`src/rtl/phase_seq_fsm_pkg.sv`:
```
// Shared encodings and limits for the phase sequencer: state codes, error codes
// and the legal parameter ranges.
package phase_seq_fsm_pkg;

    localparam int STEPS_MIN = 2;
    localparam int STEPS_MAX = 8;
    localparam int RECOV_MIN = 1;
    localparam int RECOV_MAX = 15;

    typedef enum logic [3:0] {
        ST_IDLE  = 4'd0,
        ST_ERROR = 4'd1,
        ST_PH0   = 4'd2,
        ST_PH1   = 4'd3,
        ST_PH2   = 4'd4,
        ST_PH3   = 4'd5,
        ST_PH4   = 4'd6,
        ST_PH5   = 4'd7,
        ST_PH6   = 4'd8,
        ST_PH7   = 4'd9
    } state_e;

    localparam logic [3:0] PH_BASE   = 4'd2;

    localparam logic [1:0] ERR_NONE  = 2'b00;
    localparam logic [1:0] ERR_PROTO = 2'b01;
    localparam logic [1:0] ERR_TMO   = 2'b10;

endpackage

```
`src/rtl/phase_seq_fsm_sat_cnt.sv`:
```
// Saturating up-counter with synchronous clear and load; used for the dwell,
// recovery and error-entry counts.
module sat_cnt #(
    parameter int W = 4
) (
    input  logic         clk,
    input  logic         nrst,
    input  logic         clr,
    input  logic         load,
    input  logic [W-1:0] load_val,
    input  logic         inc,
    output logic [W-1:0] q
);

    // Clear beats load beats increment; increment sticks at all-ones.
    always_ff @(posedge clk or negedge nrst) begin
        if (!nrst) begin
            q <= {W{1'b0}};
        end else if (clr) begin
            q <= {W{1'b0}};
        end else if (load) begin
            q <= load_val;
        end else if (inc && (q != {W{1'b1}})) begin
            q <= q + W'(1'b1);
        end else begin
            q <= q;
        end
    end

endmodule

```
`src/rtl/phase_seq_fsm.sv`:
```
// Multi-phase handshake sequencer: walks PH0..PH(STEPS-1) on alternating i2
// levels, with per-phase timeout, protocol checking and counted ERROR recovery.
module phase_seq_fsm
    import phase_seq_fsm_pkg::*;
#(
    parameter int STEPS = 2,
    parameter int TW    = 8,
    parameter int RECOV = 1,
    parameter int ECW   = 4
) (
    input  logic             clk,
    input  logic             nrst,
    input  logic             i1,
    input  logic             i2,
    input  logic [TW-1:0]    tmo_lim,
    input  logic             clr_err,
    output logic [STEPS-1:0] o_phase,
    output logic             done,
    output logic             err,
    output logic [1:0]       err_code,
    output logic [ECW-1:0]   err_cnt
);

    localparam logic [3:0]     LAST_K    = 4'(STEPS - 1);
    localparam logic [3:0]     REC_LAST  = 4'(RECOV - 1);
    localparam logic [TW-1:0]  DWELL_ONE = TW'(1'b1);
    localparam logic [ECW-1:0] CNT_ONE   = ECW'(1'b1);

    state_e           state_r, state_s;
    logic [STEPS-1:0] phase_r, phase_s;
    logic             done_r, done_s;
    logic             err_r;
    logic [1:0]       err_code_r, code_s;
    logic [3:0]       ph_k_s, nxt_k_s;
    logic             enter_err_s, enter_ph_s, dwell_inc_s, rec_inc_s;
    logic [TW-1:0]    dwell_q_s;
    logic [3:0]       rec_q_s;

    assign ph_k_s = state_r - PH_BASE;

    // Next-state and next-output decode for the current state.
    always_comb begin
        state_s     = state_r;
        done_s      = 1'b0;
        code_s      = ERR_NONE;
        enter_err_s = 1'b0;
        enter_ph_s  = 1'b0;
        dwell_inc_s = 1'b0;
        rec_inc_s   = 1'b0;
        case (state_r)
            ST_IDLE: begin
                if (i1 && i2) begin
                    state_s    = ST_PH0;
                    enter_ph_s = 1'b1;
                end else if (i1) begin
                    state_s     = ST_ERROR;
                    code_s      = ERR_PROTO;
                    enter_err_s = 1'b1;
                end else begin
                    state_s = ST_IDLE;
                end
            end
            ST_ERROR: begin
                code_s = err_code_r;
                if (i1) begin
                    state_s = ST_ERROR;
                end else if (rec_q_s == REC_LAST) begin
                    state_s = ST_IDLE;
                    code_s  = ERR_NONE;
                end else begin
                    rec_inc_s = 1'b1;
                end
            end
            ST_PH0, ST_PH1, ST_PH2, ST_PH3, ST_PH4, ST_PH5, ST_PH6, ST_PH7: begin
                // A toggle is examined before the timeout so it wins on the expiry cycle.
                if (ph_k_s > LAST_K) begin
                    state_s = ST_IDLE;
                end else if (i2 == ph_k_s[0]) begin
                    if ((tmo_lim != {TW{1'b0}}) && (dwell_q_s == tmo_lim)) begin
                        state_s     = ST_ERROR;
                        code_s      = ERR_TMO;
                        enter_err_s = 1'b1;
                    end else begin
                        dwell_inc_s = 1'b1;
                    end
                end else if (i1) begin
                    if (ph_k_s == LAST_K) begin
                        state_s = ST_IDLE;
                        done_s  = 1'b1;
                    end else begin
                        state_s    = state_e'(state_r + 4'd1);
                        enter_ph_s = 1'b1;
                    end
                end else begin
                    state_s     = ST_ERROR;
                    code_s      = ERR_PROTO;
                    enter_err_s = 1'b1;
                end
            end
            default: begin
                state_s = ST_IDLE;
            end
        endcase
    end

    assign nxt_k_s = state_s - PH_BASE;

    // One-hot phase vector for the state being entered.
    always_comb begin
        phase_s = {STEPS{1'b0}};
        for (int j = 0; j < STEPS; j++) begin
            phase_s[j] = (state_s >= ST_PH0) && (nxt_k_s == 4'(j));
        end
    end

    // State and output registers, all updated on the same edge.
    always_ff @(posedge clk or negedge nrst) begin
        if (!nrst) begin
            state_r    <= ST_IDLE;
            phase_r    <= {STEPS{1'b0}};
            done_r     <= 1'b0;
            err_r      <= 1'b0;
            err_code_r <= ERR_NONE;
        end else begin
            state_r    <= state_s;
            phase_r    <= phase_s;
            done_r     <= done_s;
            err_r      <= (state_s == ST_ERROR);
            err_code_r <= code_s;
        end
    end

    sat_cnt #(.W(TW)) u_dwell (
        .clk      (clk),
        .nrst     (nrst),
        .clr      (~(enter_ph_s | dwell_inc_s)),
        .load     (enter_ph_s),
        .load_val (DWELL_ONE),
        .inc      (dwell_inc_s),
        .q        (dwell_q_s)
    );

    sat_cnt #(.W(4)) u_recov (
        .clk      (clk),
        .nrst     (nrst),
        .clr      (~rec_inc_s),
        .load     (1'b0),
        .load_val (4'd0),
        .inc      (rec_inc_s),
        .q        (rec_q_s)
    );

    // A clear landing with an error entry counts that entry.
    sat_cnt #(.W(ECW)) u_errcnt (
        .clk      (clk),
        .nrst     (nrst),
        .clr      (clr_err & ~enter_err_s),
        .load     (clr_err & enter_err_s),
        .load_val (CNT_ONE),
        .inc      (enter_err_s),
        .q        (err_cnt)
    );

    assign o_phase  = phase_r;
    assign done     = done_r;
    assign err      = err_r;
    assign err_code = err_code_r;

endmodule
```
`config.mk`:
```
export PLATFORM = sky130hd
export DESIGN_NAME = phase_seq_fsm
export DESIGN_NICKNAME = d
export VERILOG_FILES = /design/src/rtl/phase_seq_fsm_pkg.sv /design/src/rtl/phase_seq_fsm_sat_cnt.sv /design/src/rtl/phase_seq_fsm.sv
export SDC_FILE = /design/constraint.sdc
export NUM_CORES = 1
export LEC_CHECK = 0
export CORE_MARGIN = 2
export CORE_UTILIZATION = 35
export CTS_BUF_LIST = sky130_fd_sc_hd__clkbuf_4
export DETAILED_ROUTE_END_ITERATION = 16
export GPL_ROUTABILITY_DRIVEN = 1
export HOLD_SLACK_MARGIN = 0.08
export SYNTH_ARGS = -nofsm -noshare
export SYNTH_HDL_FRONTEND = slang
export SYNTH_HIERARCHICAL = 1
export SYNTH_SLANG_ARGS = --single-unit
```
`constraint.sdc`:
```
create_clock -name clk -period 3 [get_ports clk]
set_input_delay 0.45 -clock clk [delete_from_list [all_inputs] [get_ports clk]]
set_output_delay 0.45 -clock clk [all_outputs]
set_load 0.01 [all_outputs]
```
==> results.md <==
* FFs w/ async S/R, synth at 100%
* Non-Filler Instances at 349
* Reg2reg setup slack at 0.37 ns
* GR Overflow Total at 0
* Mapped Area at 0.00206 mm²
* Startpoint Class: flop
* Synth Warn # at 6
* Footprint of the multi-input gates at 0.00138 mm²
* Slew margin rel. at 66.9%
* CTS tree: built
* Synth Instances at 222
* Fmax at 381 MHz
* Crit path max fanout at 6
* Post-synthesis sequential area ratio at 31.6%
* Final Hold Viols at 0
* Clock Root Buffer: clkbuf_4
* Setup tns final at 0 ns
* Worst-Margin Slew at 0.484 ns
* FF+latch count, synth at 26
* Synth area leader: dfrtp_1
* First-pass GRT wire length at 8.02 mm
* Total core area at 0.00557 mm²
* Number of global-route vias before repair at 1,708
* DIE HEIGHT at 80.6 µm
* DRC at 0
* Routed Antenna Nets at 0
* Lkg Pwr at 1.05 nW
* Avg Cell Area, Syn at 9.26 µm²
* Arrival time at the worst endpoint at 2.87 ns
* Vias at 1,804
* Post_cts resized at 0
* Via/cell ratio at 5.17
* Bufs on Longest Clock Path at 2
* Max-slew violations at 0
* Post-layout util at 46.2%
* Gp weighted congestion at 0.927
* Diodes inserted at 0
* Peak supply drop at 0.143 mV
* Row count at 27
* Register Area at 651 µm²
* Die X at 80.6 µm
* Area Overhead vs Synth at 25.4%
* WS Path Type: flop to flop
* Initial antenna violation count at 0
* RSZ-0062 raised after global routing: no
* Port Buffers at 22
* Top_reg_cell synth: dfrtp_1
* WL/cell at 13.4 µm
* Post-synth EDFFs at 0
* Largest cells by area after synthesis: dfrtp_1 32%, ha_1 6.1%, xor2_1 6.0%
* Commonest cells in the netlist: 26 x dfrtp_1, 21 x nor2_1, 15 x inv_1, 14 x xor2_1, 13 x nand2_1
* Period minus WS final at 2.63 ns
* Count leader, synth: dfrtp_1
* Final period util at 87.5%
* HP Class: input port to async pin
* CP required at 3.25 ns
* Status: finished clean
* Clock skew at 0.00255 ns
* Number of CTS-inserted buffers at 3
* Largest net degree at the start of global routing at 27
* Total Die Area at 0.00650 mm²
* Critical Path Sink Type: flop
* P per Cell Area at 321 mW/mm²
* Clk_lat worst skew at 0.33 ns
* Buffer count from post-CTS setup fixing at 0
* Final #Nets at 301
* Share of cells above drive strength 1 at 17.3%
* Drt first pass iters at 4
* FILL cells at 551
* Ports at 23
* Detailed router's first-iteration violation count at 110
* H-Tree Depth at 1
* Starting Density at 36.9%
* Hold_buf cts at 0
* Number of max-cap violations at 0
* Clk sinks at 26
* Inst Count DP at 345
* Final setup viols at 0
* Distinct cells, synth at 63
* Aggregate global-route resource usage at 15.7%
* Dpl hpwl at 3.46 mm
* Worst-path clk slew at 0.16 ns
* Routed wire length at 4.66 mm
* Area share of the largest cell type after synthesis at 31.6%
## sequential cells by signal, indices dropped and copies added, names as in the netlist
signal	count
u_dwell/q	8
state_r	4
u_errcnt/q	4
u_recov/q	4
err_code	2
o_phase	2
done	1
err	1
## metal layers
layer / vias up / share of wire (%) / routed length (µm) / GRT usage, %
met4: 0 / 1.0 / 47 / 3.56
met2: 26 / 45 / 2100 / 24.1
met1: 860 / 52 / 2400 / 22.6
met3: 4 / 2.5 / 117 / 3.26
met5: - / 0 / 0 / 0
li1: 914 / - / - / -
## cell families (layout without fill, tap and decap cells)
family                     Yosys count  in the layout  synth area share, %
AOI/OAI and AO/OA                   56             56                 21.5
xor gates and xnor gates            17             17                 7.97
adders and majority gates           10             10                 6.09
buffers and inverters               22             59                 4.69
DFF                                 26             26                 31.6
muxes                                4              4                 2.07
other                                2             20                0.365
and+or+nand+nor                     85             85                 25.7
## through the flow
step	hold WS [ns]	setup slack, ns	area (µm²)	total power [mW]
3_5_place_dp	0.468	0.191	2520	0.579
2_1_floorplan	0.154	0.463	2120	0.496
4_1_cts	0.473	0.386	2580	0.842
3_3_place_gp	0.462	0.225	2520	0.580
6_report	0.471	0.374	2580	0.828
5_1_grt	0.495	0.0899	2580	0.882
## layout make-up
cell class / instances / area share [%]
clock inverters: 1 / 1.17
repair buffers: 39 / 13.5
inverters: 16 / 2.33
well taps: 72 / 3.50
multi-input cells: 192 / 53.4
flip-flops and latches: 26 / 25.2
clock buffers: 3 / 0.874
## critical path, cell delays in order (launching register included)
cell and delay [ns]:
dfrtp_1 0.48, inv_1 0.13, ha_1 0.22, or2_1 0.28, a31oi_2 0.25, or2_1 0.16, buf_4 0.15, o22ai_2 0.07
buf_4 0.16, and2_1 0.19, inv_1 0.14, nor2_1 0.06, a311oi_1 0.25
## placed cells by master, fill, tap and decap left out, drive strengths merged, types with 3 or more instances in the layout
cell type,n
dfrtp,26
clkdlybuf4s50,22
nor2,21
conb,20
buf,17
inv,16
xor2,16
nand2,13
nand3,12
o21ai,11
ha,10
a21oi,10
nand4,5
a31oi,5
nand3b,4
or3,4
a311oi,4
nor4b,4
nor4,4
o22ai,4
nor2b,3
clkbuf,3
nand4b,3
a221oi,3
a211oi,3
## power by group
part / switching, mW / internal [mW]
clock network: 0.118 / 0.135
logic: 0.105 / 0.0922
registers: 0.0145 / 0.362
## worst paths after layout
| path | start | end | cells after the start |
|---|---|---|---|
| max | state_r[0] | u_errcnt/q[3] | 12 |
| min | nrst | u_errcnt/q[3] | 2 |
| max reg2reg | state_r[0] | u_errcnt/q[3] | 12 |
| min reg2reg | err_code[1] | err_code[1] | 2 |
| max in group asynchronous | nrst | u_recov/q[2] | 2 |
| min in group clk | err_code[1] | err_code[1] | 2 |
(Power assumes the default switching activity.)
